`src/rtl/jtpang_vtiming_if.sv`:
```
// Video timing bundle: screen-flip and raster-interrupt controls going into
// the timing generator, pixel enables, counters, blanking/sync and interrupt
// lines coming out of it.
interface jtpang_vtiming_if #(
  parameter int HW   = 9,
  parameter int NIRQ = 2
);
  logic                 flip;
  logic [NIRQ*HW-1:0]   irq_line;
  logic [NIRQ-1:0]      irq_en;
  logic [NIRQ-1:0]      irq_ack;
  logic                 pxl2_cen;
  logic                 pxl_cen;
  logic [HW-1:0]        h;
  logic [HW-1:0]        v;
  logic [HW-1:0]        hf;
  logic [HW-1:0]        vf;
  logic                 LHBL;
  logic                 LVBL;
  logic                 HS;
  logic                 VS;
  logic [NIRQ-1:0]      irq_n;

  // Timing generator side
  modport master (
    input  flip, irq_line, irq_en, irq_ack,
    output pxl2_cen, pxl_cen, h, v, hf, vf, LHBL, LVBL, HS, VS, irq_n
  );

  // Consumer side (CPU, video pipeline)
  modport slave (
    output flip, irq_line, irq_en, irq_ack,
    input  pxl2_cen, pxl_cen, h, v, hf, vf, LHBL, LVBL, HS, VS, irq_n
  );
endinterface

```
`src/rtl/jtpang_vtiming.sv`:
```
// Raster timing generator: fractional pixel clock enables derived from the
// system clock, H/V counters, blanking and sync strobes, flipped counters and
// a set of independent raster-line interrupt channels.
module jtpang_vtiming #(
  parameter int HW       = 9,
  parameter int CEN_N    = 1,
  parameter int CEN_M    = 3,
  parameter int HCNT_END = 511,
  parameter int HB_START = 457,
  parameter int HB_END   = 73,
  parameter int HS_START = 495,
  parameter int HS_LEN   = 32,
  parameter int VCNT_END = 271,
  parameter int VB_START = 247,
  parameter int VB_END   = 7,
  parameter int VS_START = 263,
  parameter int VS_LEN   = 3,
  parameter int NIRQ     = 2
) (
  input  logic               clk,
  input  logic               rst,
  jtpang_vtiming_if.master   bus
);

  // Accumulator must hold r_acc + CEN_N with r_acc < CEN_M.
  localparam int AW = $clog2(CEN_M + CEN_N) + 1;

  localparam logic [AW-1:0] P_CEN_N = AW'(CEN_N);
  localparam logic [AW-1:0] P_CEN_M = AW'(CEN_M);

  // Sync end points wrap modulo the counter period.
  localparam int HS_END_I = (HS_START + HS_LEN) % (HCNT_END + 1);
  localparam int VS_END_I = (VS_START + VS_LEN) % (VCNT_END + 1);

  localparam logic [HW-1:0] P_HCNT_END = HW'(HCNT_END);
  localparam logic [HW-1:0] P_HB_START = HW'(HB_START);
  localparam logic [HW-1:0] P_HB_END   = HW'(HB_END);
  localparam logic [HW-1:0] P_HS_START = HW'(HS_START);
  localparam logic [HW-1:0] P_HS_END   = HW'(HS_END_I);
  localparam logic [HW-1:0] P_VCNT_END = HW'(VCNT_END);
  localparam logic [HW-1:0] P_VB_START = HW'(VB_START);
  localparam logic [HW-1:0] P_VB_END   = HW'(VB_END);
  localparam logic [HW-1:0] P_VS_START = HW'(VS_START);
  localparam logic [HW-1:0] P_VS_END   = HW'(VS_END_I);

  typedef enum logic {
    IRQ_IDLE = 1'b0,
    IRQ_PEND = 1'b1
  } irq_state_t;

  // Clock-enable generation
  logic [AW-1:0] r_acc;
  logic [AW-1:0] w_acc_sum;
  logic          w_acc_wrap;
  logic          r_pxl2_cen;
  logic          r_pxl_cen;
  logic          r_div;

  // Raster counters and strobes
  logic [HW-1:0] r_h;
  logic [HW-1:0] r_v;
  logic [HW-1:0] w_h_nxt;
  logic [HW-1:0] w_v_nxt;
  logic          w_h_wrap;
  logic          w_line_start;
  logic          r_lhbl;
  logic          r_hs;
  logic          r_lvbl;
  logic          r_vs;

  // Interrupt channels
  irq_state_t    r_st     [NIRQ];
  irq_state_t    w_st_nxt [NIRQ];
  logic [NIRQ-1:0] w_trig;
  logic [NIRQ-1:0] w_irq_n;

  assign w_acc_sum  = r_acc + P_CEN_N;
  assign w_acc_wrap = (w_acc_sum >= P_CEN_M);

  // Fractional divider: pxl2_cen on each accumulator wrap, pxl_cen on every other one
  always_ff @(posedge clk) begin
    if (rst) begin
      r_acc      <= '0;
      r_pxl2_cen <= 1'b0;
      r_pxl_cen  <= 1'b0;
      r_div      <= 1'b0;
    end else begin
      r_acc      <= w_acc_wrap ? (w_acc_sum - P_CEN_M) : w_acc_sum;
      r_pxl2_cen <= w_acc_wrap;
      r_pxl_cen  <= w_acc_wrap & r_div;
      if (w_acc_wrap) begin
        r_div <= ~r_div;
      end
    end
  end

  assign w_h_wrap     = (r_h == P_HCNT_END);
  assign w_h_nxt      = w_h_wrap ? '0 : (r_h + 1'b1);
  assign w_v_nxt      = (r_v == P_VCNT_END) ? '0 : (r_v + 1'b1);
  // The clock on which h rolls over and v advances to w_v_nxt.
  assign w_line_start = r_pxl_cen & w_h_wrap;

  // Horizontal counter and horizontal strobes, keyed on the value h is about to take
  always_ff @(posedge clk) begin
    if (rst) begin
      r_h    <= '0;
      r_lhbl <= 1'b0;
      r_hs   <= 1'b0;
    end else if (r_pxl_cen) begin
      r_h <= w_h_nxt;
      if (w_h_nxt == P_HB_START) begin
        r_lhbl <= 1'b0;
      end else if (w_h_nxt == P_HB_END) begin
        r_lhbl <= 1'b1;
      end
      if (w_h_nxt == P_HS_START) begin
        r_hs <= 1'b1;
      end else if (w_h_nxt == P_HS_END) begin
        r_hs <= 1'b0;
      end
    end
  end

  // Vertical counter and vertical strobes, advanced only on the line wrap
  always_ff @(posedge clk) begin
    if (rst) begin
      r_v    <= '0;
      r_lvbl <= 1'b0;
      r_vs   <= 1'b0;
    end else if (w_line_start) begin
      r_v <= w_v_nxt;
      if (w_v_nxt == P_VB_START) begin
        r_lvbl <= 1'b0;
      end else if (w_v_nxt == P_VB_END) begin
        r_lvbl <= 1'b1;
      end
      if (w_v_nxt == P_VS_START) begin
        r_vs <= 1'b1;
      end else if (w_v_nxt == P_VS_END) begin
        r_vs <= 1'b0;
      end
    end
  end

  // Per-channel trigger: entering the programmed line; lines past the frame never match
  always_comb begin
    w_trig = '0;
    for (int k = 0; k < NIRQ; k++) begin
      w_trig[k] = w_line_start
                & bus.irq_en[k]
                & (bus.irq_line[k*HW +: HW] <= P_VCNT_END)
                & (w_v_nxt == bus.irq_line[k*HW +: HW]);
    end
  end

  // Interrupt channel state registers
  always_ff @(posedge clk) begin
    if (rst) begin
      for (int k = 0; k < NIRQ; k++) begin
        r_st[k] <= IRQ_IDLE;
      end
    end else begin
      for (int k = 0; k < NIRQ; k++) begin
        r_st[k] <= w_st_nxt[k];
      end
    end
  end

  // Interrupt channel next state; a trigger wins over a simultaneous ack
  always_comb begin
    w_irq_n = '1;
    for (int k = 0; k < NIRQ; k++) begin
      w_st_nxt[k] = r_st[k];
      case (r_st[k])
        IRQ_IDLE: begin
          if (w_trig[k]) begin
            w_st_nxt[k] = IRQ_PEND;
          end
        end
        IRQ_PEND: begin
          if (bus.irq_ack[k] && !w_trig[k]) begin
            w_st_nxt[k] = IRQ_IDLE;
          end
        end
        default: w_st_nxt[k] = IRQ_IDLE;
      endcase
      w_irq_n[k] = (r_st[k] != IRQ_PEND);
    end
  end

  assign bus.pxl2_cen = r_pxl2_cen;
  assign bus.pxl_cen  = r_pxl_cen;
  assign bus.h        = r_h;
  assign bus.v        = r_v;
  assign bus.hf       = r_h ^ {HW{bus.flip}};
  assign bus.vf       = r_v ^ {HW{bus.flip}};
  assign bus.LHBL     = r_lhbl;
  assign bus.LVBL     = r_lvbl;
  assign bus.HS       = r_hs;
  assign bus.VS       = r_vs;
  assign bus.irq_n    = w_irq_n;

endmodule

```
`src/flat_wrapper.sv`:
```
// flat-port wrapper written by rule: the top's interface ports become plain ports
module jtpang_vtiming_flat 
#(
  parameter int HW       = 9,
  parameter int CEN_N    = 1,
  parameter int CEN_M    = 3,
  parameter int HCNT_END = 511,
  parameter int HB_START = 457,
  parameter int HB_END   = 73,
  parameter int HS_START = 495,
  parameter int HS_LEN   = 32,
  parameter int VCNT_END = 271,
  parameter int VB_START = 247,
  parameter int VB_END   = 7,
  parameter int VS_START = 263,
  parameter int VS_LEN   = 3,
  parameter int NIRQ     = 2
)
  (clk, rst, bus_flip, bus_irq_line, bus_irq_en, bus_irq_ack, bus_pxl2_cen, bus_pxl_cen, bus_h, bus_v, bus_hf, bus_vf, bus_LHBL, bus_LVBL, bus_HS, bus_VS, bus_irq_n);
  jtpang_vtiming_if #(.HW(HW), .NIRQ(NIRQ)) bus_i ();
  input  logic clk;
  input  logic rst;
  input wire logic [$bits(bus_i.flip)-1:0] bus_flip;
  input wire logic [$bits(bus_i.irq_line)-1:0] bus_irq_line;
  input wire logic [$bits(bus_i.irq_en)-1:0] bus_irq_en;
  input wire logic [$bits(bus_i.irq_ack)-1:0] bus_irq_ack;
  output wire logic [$bits(bus_i.pxl2_cen)-1:0] bus_pxl2_cen;
  output wire logic [$bits(bus_i.pxl_cen)-1:0] bus_pxl_cen;
  output wire logic [$bits(bus_i.h)-1:0] bus_h;
  output wire logic [$bits(bus_i.v)-1:0] bus_v;
  output wire logic [$bits(bus_i.hf)-1:0] bus_hf;
  output wire logic [$bits(bus_i.vf)-1:0] bus_vf;
  output wire logic [$bits(bus_i.LHBL)-1:0] bus_LHBL;
  output wire logic [$bits(bus_i.LVBL)-1:0] bus_LVBL;
  output wire logic [$bits(bus_i.HS)-1:0] bus_HS;
  output wire logic [$bits(bus_i.VS)-1:0] bus_VS;
  output wire logic [$bits(bus_i.irq_n)-1:0] bus_irq_n;
  assign bus_i.flip = bus_flip;
  assign bus_i.irq_line = bus_irq_line;
  assign bus_i.irq_en = bus_irq_en;
  assign bus_i.irq_ack = bus_irq_ack;
  assign bus_pxl2_cen = bus_i.pxl2_cen;
  assign bus_pxl_cen = bus_i.pxl_cen;
  assign bus_h = bus_i.h;
  assign bus_v = bus_i.v;
  assign bus_hf = bus_i.hf;
  assign bus_vf = bus_i.vf;
  assign bus_LHBL = bus_i.LHBL;
  assign bus_LVBL = bus_i.LVBL;
  assign bus_HS = bus_i.HS;
  assign bus_VS = bus_i.VS;
  assign bus_irq_n = bus_i.irq_n;
  jtpang_vtiming #(.HW(HW), .CEN_N(CEN_N), .CEN_M(CEN_M), .HCNT_END(HCNT_END), .HB_START(HB_START), .HB_END(HB_END), .HS_START(HS_START), .HS_LEN(HS_LEN), .VCNT_END(VCNT_END), .VB_START(VB_START), .VB_END(VB_END), .VS_START(VS_START), .VS_LEN(VS_LEN), .NIRQ(NIRQ)) u_core (.clk(clk), .rst(rst), .bus(bus_i));
endmodule
```
`config.mk`:
```
export PLATFORM = sky130hd
export DESIGN_NAME = jtpang_vtiming_flat
export DESIGN_NICKNAME = d
export VERILOG_FILES = /design/src/rtl/jtpang_vtiming_if.sv /design/src/rtl/jtpang_vtiming.sv /design/src/flat_wrapper.sv
export SDC_FILE = /design/constraint.sdc
export NUM_CORES = 1
export LEC_CHECK = 0
export ABC_CLOCK_PERIOD_IN_PS = 3600
export CORE_MARGIN = 2
export CORE_UTILIZATION = 36
export DETAILED_ROUTE_END_ITERATION = 7
export PLACE_DENSITY = 0.71
export SETUP_SLACK_MARGIN = 0.2
export SLEW_MARGIN = 40
export SYNTH_ARGS = -nofsm -noshare
export SYNTH_HDL_FRONTEND = slang
export SYNTH_SLANG_ARGS = --single-unit
```
`constraint.sdc`:
```
create_clock -name clk -period 3.6 [get_ports clk]
set_clock_uncertainty 0.1 [all_clocks]
set_input_delay 0.36 -clock clk [delete_from_list [all_inputs] [get_ports clk]]
set_output_delay 0.36 -clock clk [all_outputs]
set_load 0.05 [all_outputs]
```
# ---- Word level (Yosys, flattened, before mapping)
# Memory sizes are Yosys's and may differ from the RTL's.
# Cells that the tools add are included.
dict set report totals {
  mem_bits_ro 0
  latch_bits 0
  word_cells 79
  reg_bits 28
  in_bits 25
  ramBits 2
  memories 1
}
# memory words word_bits rd rd_clocked_by_memory_dff wr line_no
set memory_table {}
lappend memory_table {u_core.r_st 2 1 2 0 2 jtpang_vtiming.sv:72} ;# irq_state_t r_st [NIRQ];
dict set report op_classes {
  reduce_logical 12
  add_sub_neg 4
  div 0
  n_mux 22
  eq_ne 12
  mul 0
  magnitude_cmp 3
  n_bitwise 15
  shifts 0
}
# op count
set ops {}
lappend ops {{$eq 9x9->1 const B} 6}
lappend ops {{$add 9x1->9 const B} 2}
lappend ops {{$eq 9x9->1} 2}
lappend ops {{$le 9x9->1 const B} 2}
lappend ops {{$mux 9} 2}
lappend ops {{$xor 9x9->9} 2}
lappend ops {{$mux 1} 17}
lappend ops {{$eq 9x3->1 const B} 1}
lappend ops {{$eq 9x4->1 const B} 1}
lappend ops {{$eq 9x7->1 const B} 1}
lappend ops {{$eq 9x8->1 const B} 1}
lappend ops {{$and 1x1->1} 8}
lappend ops {{$reduce_and 2->1} 4}
lappend ops {{$reduce_bool 2->1} 4}
lappend ops {{$pmux 1 s2} 2}
lappend ops {{$add 3x1->3 const B} 1}
lappend ops {{$ge 3x2->1 const B} 1}
lappend ops {{$mux 3} 1}
lappend ops {{$not 1->1} 3}
lappend ops {{$sub 3x2->3 const B} 1}
lappend ops {{$logic_and 1x1->1} 2}
lappend ops {{$logic_not 1->1} 2}
lappend ops {{$or 1x1->1} 2}

# ---- Depth between registers and ports, before layout
# Gate-level depths: netlist (run 1).
dict set report depth {
  word_depth 10
  mapped_depth 10
}

# ---- Worst setup path before layout (run 1)
# No wires, ideal clock.
dict set report synth_timing {
  path_type {register to register}
  from {register u_core.r_h[1] (netlist: u_core.bus.h[1])}
  to {memory u_core.r_st[0][1] (netlist bit)}
  t_required_ns 3.441
  synth_period_minus_slack_ns 2.845
  t_arrival_ns 2.686
  stages_incl_launch_ff 11
  slack_ns 0.755
  path_buffers 0
  path_cell_list {dfxtp_1 > ha_1 > nand3_1 > nor2_1 > ha_1 > nand2_1 > nor2_1 > nand3_1 > or4_1 > nor4_1 > a22o_1}
}
# item line_no
set synth_lines {}
lappend synth_lines {{start: declaration} jtpang_vtiming.sv:60} ;# logic [HW-1:0] r_h;
lappend synth_lines {{start signal: assignment} jtpang_vtiming.sv:110} ;# r_h <= w_h_nxt;
lappend synth_lines {{end: declaration} jtpang_vtiming.sv:72}

==> metrics, run 1 <==
Hold Startpoint u_core.r_st[0][0]; Hold WC Path Type register to register; post-layout instance count excluding filler cells 455; clock sink total 30; Die X around 87 µm; main flop type after synthesis dfxtp_1; Pint 0.000657 W; worst-case clock buffer depth 2; count leader, synth nor2_1; Antenna diodes 0; Yosys cell types 63; initial antenna violation count 0; Hold Path Stages 2; first-pass GRT wire length about 12 mm; cell count after synthesis 317; setup TNS 0 ns; cts hold-fix bufs 0; fin crit share between 70% and 80%; placed insts 447; synthesized area 2500 µm²; post-synthesis async set-or-reset flop share 0%; Slew Viols, Final 0; Row Count 30; clock share of power 27.7%; Critical Path Slowest Stage Cell o31ai_2; Final Hold Slack 0.379 ns; Leak Pwr 1.22 nW; number of port buffers 68; GRT Resource Usage Total 19.1%; CTS tree done; combinational power share 34.5%; Seq/Total Area, Yosys 24.0%; vias post-DR approximately 2.5k; post-layout min period ~2.8 ns; WP data arrival 2.86 ns; DR DRC count 0; Yosys warnings 0; layout cells sized above 1 5.33%; RSZ-0062 raised after global routing false; Worst-Margin Slew around 0.67 ns; H-Tree Depth 2; clk slew on worst S/H paths 0.06 ns; EDFF count, synth 0; area grow syn2layout 31.6%; initial core utilization 37.0%; dpl ws 0.853 ns; Final Util between 40% and 50%; Final setup viols 0; average cell area after synthesis around 7.9 µm²; status completed; ANT nets after route 0; final wirelength 7.10 mm; drt pass-1 iters 4; area share of the largest cell type after synthesis 24.0%; Net Sw Power 0.000355 W; top cells by area, synth dfxtp_1 24%, xor2_1 11%, nor2_1 5.4%, xnor2_1 4.2%, a21oi_1 4.0%; Req. time, crit path about 3.7 ns; clk_lat worst skew about 0.28 ns; die area approximately 7600 µm²; maxcap violations 0; synth cell count leaders 36 x nor2_1, 31 x xor2_1, 30 x dfxtp_1, 20 x a21oi_1, 16 x nand2_1; IO Pins 69; crit start category register; largest delay contributor family on the critical path compound AO/OA/AOI/OAI gates; FF-to-FF Start u_core.bus.v[0]; largest net degree at the start of global routing 29; Hold EP u_core.r_st[0][0]; nets@finish ~400; WP buf/inv 0; flop-to-flop setup slack 0.81 ns; worst setup margin between 0.8 and 0.9 ns; R2R cell count 7; Power Density 308 nW/µm²; critical path, cell by cell ha_1 -> nand3_1 -> o31ai_2 -> a211oi_1 -> o21ba_1 -> o2111ai_1 -> o31ai_1; core area 6760 µm²; Final Hold Viols 0; die height 87.3 µm; Sw Share 35.1%; reg-to-reg endpoint u_core.r_st[0][0]; total gr overflow 0; vias in the first global route 2408; kind of critical path register to register; Max VDD drop 219 µV; Post-Syn Nets 350; CTS buffer count 5; PostCTS Resize Cnt 0; drt wl/cell 15.6 µm; Worst Path Max Fanout 15; vias per std cell 5.43; Post-CTS Setup Bufs 0; Root Driver clkbuf_8; number of synthesized register bits 30; sequential power share 37.8%; max_slew headroom 55.5%; CP Capture Type register; gpl congestion 0.945; post-synth top area cell dfxtp_1; half-perimeter wire length after detailed placement 5.13 mm; highest clock rate 358 MHz; crit-path max cell delay 0.59 ns; DRT iter0 DRCs ~230
-- per-stage QoR --
stage | area, µm² | power (W)
after global placement | 3190 | 0.000734
after global routing | 3290 | 0.00108
final | 3290 | 0.00101
after floorplan | 2500 | 0.000624
after CTS | 3290 | 0.00103
after detailed placement | 3190 | 0.000744
-- cells in the final DEF, fill, tap and decap left out, types with 8 or more instances in the layout --
master	n
inv_1	13
a21oi_1	20
nand2_1	16
nor2_1	36
xnor2_1	12
clkdlybuf4s50_1	68
nand3_1	11
dfxtp_1	30
ha_1	8
nor2b_1	9
xor2_1	31
nor3_1	10
-- worst min-delay path: stages, from the launching register on --
cell and delay (ns):
dfxtp_1 0.30, inv_1 0.06, o31ai_1 0.07
-- power groups by stage --
stage,sequential [W],combinational [W],clock (W)
floorplan,0.000420,0.000204,0
global placement,0.000389,0.000345,0
detailed placement,0.000391,0.000354,0
CTS,0.000383,0.000355,0.000292
global route,0.000386,0.000382,0.000310
finish,0.000383,0.000350,0.000280
-- routing by layer --
metal  part of all wire [%]  up-vias  GRT usage (%)
met5                      0        -              0
met4                    1.0        0           4.90
met3                    8.5       10           5.12
met2                     44      110           30.0
met1                     47     1121           25.8
li1                       -     1230              -
-- worst max path at each step --
| stage | slack [ns] | cells past startpoint | start | to |
|---|---|---|---|---|
| 2_1_floorplan | 0.75 | 10 | u_core.bus.h[1] | u_core.r_st[0][1] |
| 3_5_place_dp | 0.85 | 7 | u_core.bus.v[0] | u_core.r_st[0][0] |
| 6_report | 0.81 | 7 | u_core.bus.v[0] | u_core.r_st[0][0] |
| 4_1_cts | 0.84 | 7 | u_core.bus.v[0] | u_core.r_st[0][0] |
| 5_1_grt | 0.62 | 7 | u_core.bus.v[0] | u_core.r_st[0][0] |
| 3_3_place_gp | 0.96 | 4 | bus_flip | bus_vf[5] |
-- cell families (layout without fill, tap and decap cells) --
kind of cell	after synthesis	in the layout	share of synthesized area [%]
AND/OR/NAND/NOR	129	129	28.7
AO/OA/AOI/OAI	61	61	16.6
XOR/XNOR	45	45	16.9
buffers and inverters	37	95	6.96
flip-flops	30	30	24.0
adder cells (fa/ha/maj)	8	8	4.01
multiplexers	7	7	2.81
-- flip-flops by register name (all words and copies together) (netlist names) --
register,cells
u_core.bus.VS,1
u_core.bus.HS,1
u_core.bus.v,9
u_core.bus.pxl_cen,1
u_core.bus.LVBL,1
u_core.r_st,2
u_core.bus.h,9
u_core.bus.LHBL,1
u_core.r_div,1
u_core.bus.pxl2_cen,1
u_core.r_acc,3
-- area by class of cell --
cell class	count	area, µm²
Clock buffer	7	86.3
Clock inverter	1	5.00
Fill cell	631	3470
Inverter	14	52.6
Multi-Input combinational cell	250	1720
Sequential cell	30	601
Tap cell	80	100
Timing Repair Buffer	73	718
Power figures use the tool's default switching activity.
==> run 2: changes to the inputs <==
--- a/config.mk
+++ b/config.mk
@@ -5,11 +5,11 @@
 export SDC_FILE = /design/constraint.sdc
 export NUM_CORES = 1
 export LEC_CHECK = 0
-export ABC_CLOCK_PERIOD_IN_PS = 3600
+export ABC_CLOCK_PERIOD_IN_PS = 2440
 export CORE_MARGIN = 2
 export CORE_UTILIZATION = 36
 export DETAILED_ROUTE_END_ITERATION = 7
-export PLACE_DENSITY = 0.71
+export PLACE_DENSITY = 0.73
 export SETUP_SLACK_MARGIN = 0.2
 export SLEW_MARGIN = 40
 export SYNTH_ARGS = -nofsm -noshare
==> constraint.sdc (replaced) <==
create_clock -name clk -period 2.44 [get_ports clk]
set_clock_uncertainty 0.1 [all_clocks]
set_input_delay 0.244 -clock clk [delete_from_list [all_inputs] [get_ports clk]]
set_output_delay 0.244 -clock clk [all_outputs]
set_load 0.05 [all_outputs]
==> run 2 against run 1 <==
Sequential share of layout area is 1.2 points lower. Largest power group is now combinational logic. Sequential power is 46% higher. Flip-flop and latch count stayed put. Design area is 13% higher.
==> metrics, run 2 (synthesized netlist as in run 1, its figures left out) <==
Worst Path Max Fanout 5; initial antenna violation count 0; maxcap violations 0; reg-to-reg endpoint u_core.bus.VS; DRT iter0 DRCs 181; Antenna diodes 0; vias in the first global route roughly 2.5k; vias per std cell 5.50; initial core utilization 37.0%; Slew Viols, Final 0; area grow syn2layout 48.4%; GRT Resource Usage Total 19.9%; core area 6760 µm²; Power Density 444 nW/µm²; post-layout min period 2.14 ns; sequential power share 34.1%; IO Pins 69; Worst-Margin Slew between 0.5 and 0.6 ns; die height 87.3 µm; clock share of power 30.4%; Pint 0.00109 W; total gr overflow 0; Req. time, crit path 2.51 ns; R2R cell count 7; H-Tree Depth 2; worst-case clock buffer depth 2; Final setup viols 0; FF-to-FF Start u_core.bus.v[2]; clk_lat worst skew 0.28 ns; DR DRC count 0; largest net degree at the start of global routing 29; Metal-1 WL approximately 3.2 mm; placed insts 459; layout cells sized above 1 between 20% and 30%; CP Capture Type register; Leak Pwr 1.44 nW; most common cell after layout, fill and taps aside clkdlybuf4s50_1; first-pass GRT wire length 12.1 mm; most frequent cells in the layout 47 x clkdlybuf4s50_1, 35 x nor2_1, 30 x xor2_1; ANT nets after route 0; Hold WC Path Type register to register; gpl congestion between 0.9 and 1; critical path launch point u_core.bus.v[2]; met2 WL approximately 3.6 mm; Root Driver clkbuf_8; clk slew on worst S/H paths 0.07 ns; half-perimeter wire length after detailed placement between 5 and 6 mm; CTS buffer count 5; final wirelength 7.50 mm; status completed; WP data arrival approximately 2.2 ns; CP endpoint u_core.bus.VS; post-layout instance count excluding filler cells ~470; Row Count 30; combinational power share 35.5%; RSZ-0062 raised after global routing true; clock sink total 30; Final Hold Viols 0; drt wl/cell 15.9 µm; Die X 87.3 µm; nets@finish 424; kind of critical path register to register; number of port buffers between 60 and 70; setup TNS 0 ns; met3 wire len 617 µm; drt pass-1 iters 4; DR top layer met4; Max VDD drop 257 µV; Net Sw Power 0.000551 W; max_slew headroom 64.9%; fin crit share 87.8%; highest clock rate 467 MHz; CTS tree done; Sw Share between 30% and 40%; fill count 638; vias post-DR roughly 2.6k; crit start category register; die area around 7600 µm²; flop-to-flop setup slack 0.30 ns
-- run 2: changes by cell type in the layout (fill, tap and decap cells not counted), sizes merged --
cell           before  now
buf                 5   40
clkdlybuf4s50      68   47
dlygate4sd2         0    3
clkbuf              7    5
bufinv              0    1
clkinv              1    2
-- run 2: cell type report --
| type | count | area [µm²] | share of cell area (%) |
|---|---|---|---|
| clock inverter | 3 | 40.0 | 1.08 |
| sequential | 30 | 634 | 17.1 |
| timing repair buffer | 90 | 1020 | 27.6 |
| clock buffer | 5 | 68.8 | 1.86 |
| multi-input combinational | 250 | 1790 | 48.3 |
| inverter | 14 | 52.6 | 1.42 |
| tap | 80 | 100 | 2.70 |
-- run 2: worst min path at each step --
| stage | end | depth (start not counted) | startpoint |
|---|---|---|---|
| global placement | u_core.r_st[0][0] | 2 | u_core.r_st[0][0] |
| finish | u_core.r_st[0][0] | 2 | u_core.r_st[0][0] |
| CTS | u_core.r_st[0][0] | 2 | u_core.r_st[0][0] |
| global route | u_core.r_st[0][0] | 2 | u_core.r_st[0][0] |
| detailed placement | u_core.r_st[0][0] | 2 | u_core.r_st[0][0] |
| floorplan | u_core.r_st[0][0] | 1 | bus_irq_ack[0] |
-- run 2: repair_timing --
action,in CTS,in global routing
pin swaps,0,3
endpoints found under the setup margin,3,6
gates cloned,0,0
setup buffers,0,5
resized for setup,3,13
hold buffers,0,0
-- run 2: power groups by stage --
stage | sequential, W | combinational [W] | clock (W)
2_1_floorplan | 0.000622 | 0.000305 | 0
3_3_place_gp | 0.000574 | 0.000566 | 0
3_5_place_dp | 0.000577 | 0.000572 | 0
4_1_cts | 0.000566 | 0.000576 | 0.000513
5_1_grt | 0.000567 | 0.000637 | 0.000532
6_report | 0.000561 | 0.000583 | 0.000500
-- run 2: critical path, cell delays in order, from the launching register on --
cell,delay [ns]
dfxtp_1,0.45
buf_4,0.20
and4_2,0.32
xnor2_1,0.16
a21oi_1,0.14
nor4_4,0.32
nand2_1,0.09
a32o_1,0.26
-- run 2: metal layers --
metal,track usage (%),up-vias
li1,-,1266
met1,25.3,1211
met2,32.2,103
met3,5.12,17
met4,7.41,0
met5,0,-
-- run 2: per-stage QoR --
stage	hold WS, ns	area, µm²	utilization [%]	setup WS (ns)	total power [W]
final	0.369	3710	54.9	0.297	0.00164
after global routing	0.381	3710	54.9	0.181	0.00174
after CTS	0.375	3620	53.6	0.237	0.00166
after detailed placement	0.365	3520	52.1	0.262	0.00115
after global placement	0.363	3520	52.1	0.304	0.00114
after floorplan	0.247	2560	-	0.152	0.000927
==> run 3: changes to the inputs <==
--- a/config.mk
+++ b/config.mk
@@ -10,7 +10,7 @@
 export CORE_UTILIZATION = 36
 export DETAILED_ROUTE_END_ITERATION = 7
 export PLACE_DENSITY = 0.73
-export SETUP_SLACK_MARGIN = 0.2
+export SETUP_SLACK_MARGIN = 0.15
 export SLEW_MARGIN = 40
 export SYNTH_ARGS = -nofsm -noshare
 export SYNTH_HDL_FRONTEND = slang
==> run 3 against run 2 <==
Sequential share of layout area grew 0.18 points. Global-route usage is 0.12 points lower. Sequential power grew 2%. Die area stayed put. Non-clock buffer count decreased by 1. Cell count decreased by 0.21%. Maximum frequency fell by 3.2%. Design area decreased by 1.7%. Flip-flop and latch count is the same. Critical path type unchanged. Largest cell class unchanged. Largest power group is now sequential cells.
==> metrics, run 3 (synthesized netlist as in run 1, its figures left out) <==
nets@finish 423; vias in the first global route 2496; Leak Pwr 1.41 nW; DRT iter0 DRCs 171; initial antenna violation count 0; clock sink total 30; total gr overflow 0; IO Pins 69; Overall Power ~0.0015 W; Root Driver clkbuf_8; CP Capture Type register; WP data arrival 2.29 ns; die area approximately 7600 µm²; placed insts 463; maxcap violations 0; initial core utilization between 30% and 40%; Slew Viols, Final 0; worst-case clock buffer depth 2; Antenna diodes 0; largest net degree at the start of global routing 29; post-layout min period 2.21 ns; most frequent cells in the layout 49 x clkdlybuf4s50_1, 35 x nor2_1, 30 x xor2_1; combinational power share 37.1%; vias post-DR 2544; Final Hold Viols 0; number of port buffers a little under 70; fill count 648; core area 6760 µm²; final wirelength ~7.4 mm; CTS tree done; most common cell after layout, fill and taps aside clkdlybuf4s50_1; area grow syn2layout 46.0%; fin crit share 90.7%; vias per std cell 5.40; max_slew headroom 66.2%; Max VDD drop 350 µV; layout cells sized above 1 between 15 and 20%; Final setup viols 0; RSZ-0062 raised after global routing true; die height about 87 µm; Pint 0.000985 W; ANT nets after route 0; Req. time, crit path 2.52 ns; status completed; clock share of power 25.5%; Hold WC Path Type register to register; dpl ws 0.190 ns; Row Count 30; kind of critical path register to register; sequential power share between 30% and 40%; DR DRC count 0; Power Density 421 nW/µm²; CTS buffer count 5; Net Sw Power ~0.00055 W; drt wl/cell 15.8 µm; worst setup margin about 0.23 ns; cts hold-fix bufs 0; Worst-Margin Slew 0.505 ns; crit start category register; post-layout instance count excluding filler cells 471; Worst Path Max Fanout 6; H-Tree Depth 2; drt pass-1 iters 6; gpl congestion approximately 0.96; clk slew on worst S/H paths 0.07 ns; Final Util 54.0%; Die X 87.3 µm; first-pass GRT wire length 12.0 mm; GRT Resource Usage Total 19.8%; clk_lat worst skew 0.28 ns; setup TNS 0 ns; half-perimeter wire length after detailed placement roughly 5.5 mm; highest clock rate 452 MHz; Sw Share 35.8%
[run 3: layout make-up]
type / count / area, µm² / area share, %
well taps: 80 / 100 / 2.75
multi-input cells: 250 / 1760 / 48.4
flip-flops and latches: 30 / 631 / 17.3
clock inverters: 2 / 10.0 / 0.275
clock buffers: 6 / 72.6 / 1.99
repair buffers: 89 / 1020 / 27.9
inverters: 14 / 52.6 / 1.44
[run 3: final timing paths]
kind | cells past startpoint | end | start | slack, ns
worst max-delay path | 8 | u_core.bus.VS | u_core.bus.v[0] | 0.23
worst min-delay path | 2 | u_core.r_st[0][0] | u_core.r_st[0][0] | 0.37
worst max register to register | 8 | u_core.bus.VS | u_core.bus.v[0] | 0.23
worst min register to register | 2 | u_core.r_st[0][0] | u_core.r_st[0][0] | 0.37
[run 3: worst max-delay path, stage by stage, from the launching register on]
cell and delay (ns):
dfxtp_2 0.33, ha_1 0.18, buf_4 0.15, and3_2 0.25, a21oi_1 0.11, a211o_1 0.35, nor4_1 0.31, nand2_1 0.09
a32o_1 0.25
[run 3: per-stage QoR]
| stage | cell area [µm²] | hold slack [ns] |
|---|---|---|
| final | 3650 | 0.370 |
| after global routing | 3650 | 0.394 |
| after CTS | 3630 | 0.379 |
| after detailed placement | 3550 | 0.368 |
| after global placement | 3550 | 0.356 |
| after floorplan | 2560 | 0.247 |
[run 3: metal layers]
| metal | routed length [µm] | track usage, % | share of wire, % | up-vias |
|---|---|---|---|---|
| met5 | 0 | 0 | 0 | - |
| met4 | 80 | 4.34 | 1.1 | 0 |
| met3 | 551 | 4.64 | 7.4 | 8 |
| met2 | 3560 | 34.0 | 48 | 80 |
| met1 | 3240 | 25.0 | 44 | 1197 |
| li1 | - | - | - | 1259 |
[run 3: what timing repair did]
item,in CTS,in global routing
setup endpoints to repair,1,7
setup buffers,0,0
gates cloned,0,0
gates resized for setup,1,7
[run 3: power by group through the flow]
stage          clock [W]  sequential, W  combinational, W
2_1_floorplan          0       0.000622          0.000305
3_3_place_gp           0       0.000583          0.000555
3_5_place_dp           0       0.000585          0.000571
4_1_cts         0.000405       0.000575          0.000573
5_1_grt         0.000430       0.000582          0.000616
6_report        0.000390       0.000573          0.000570
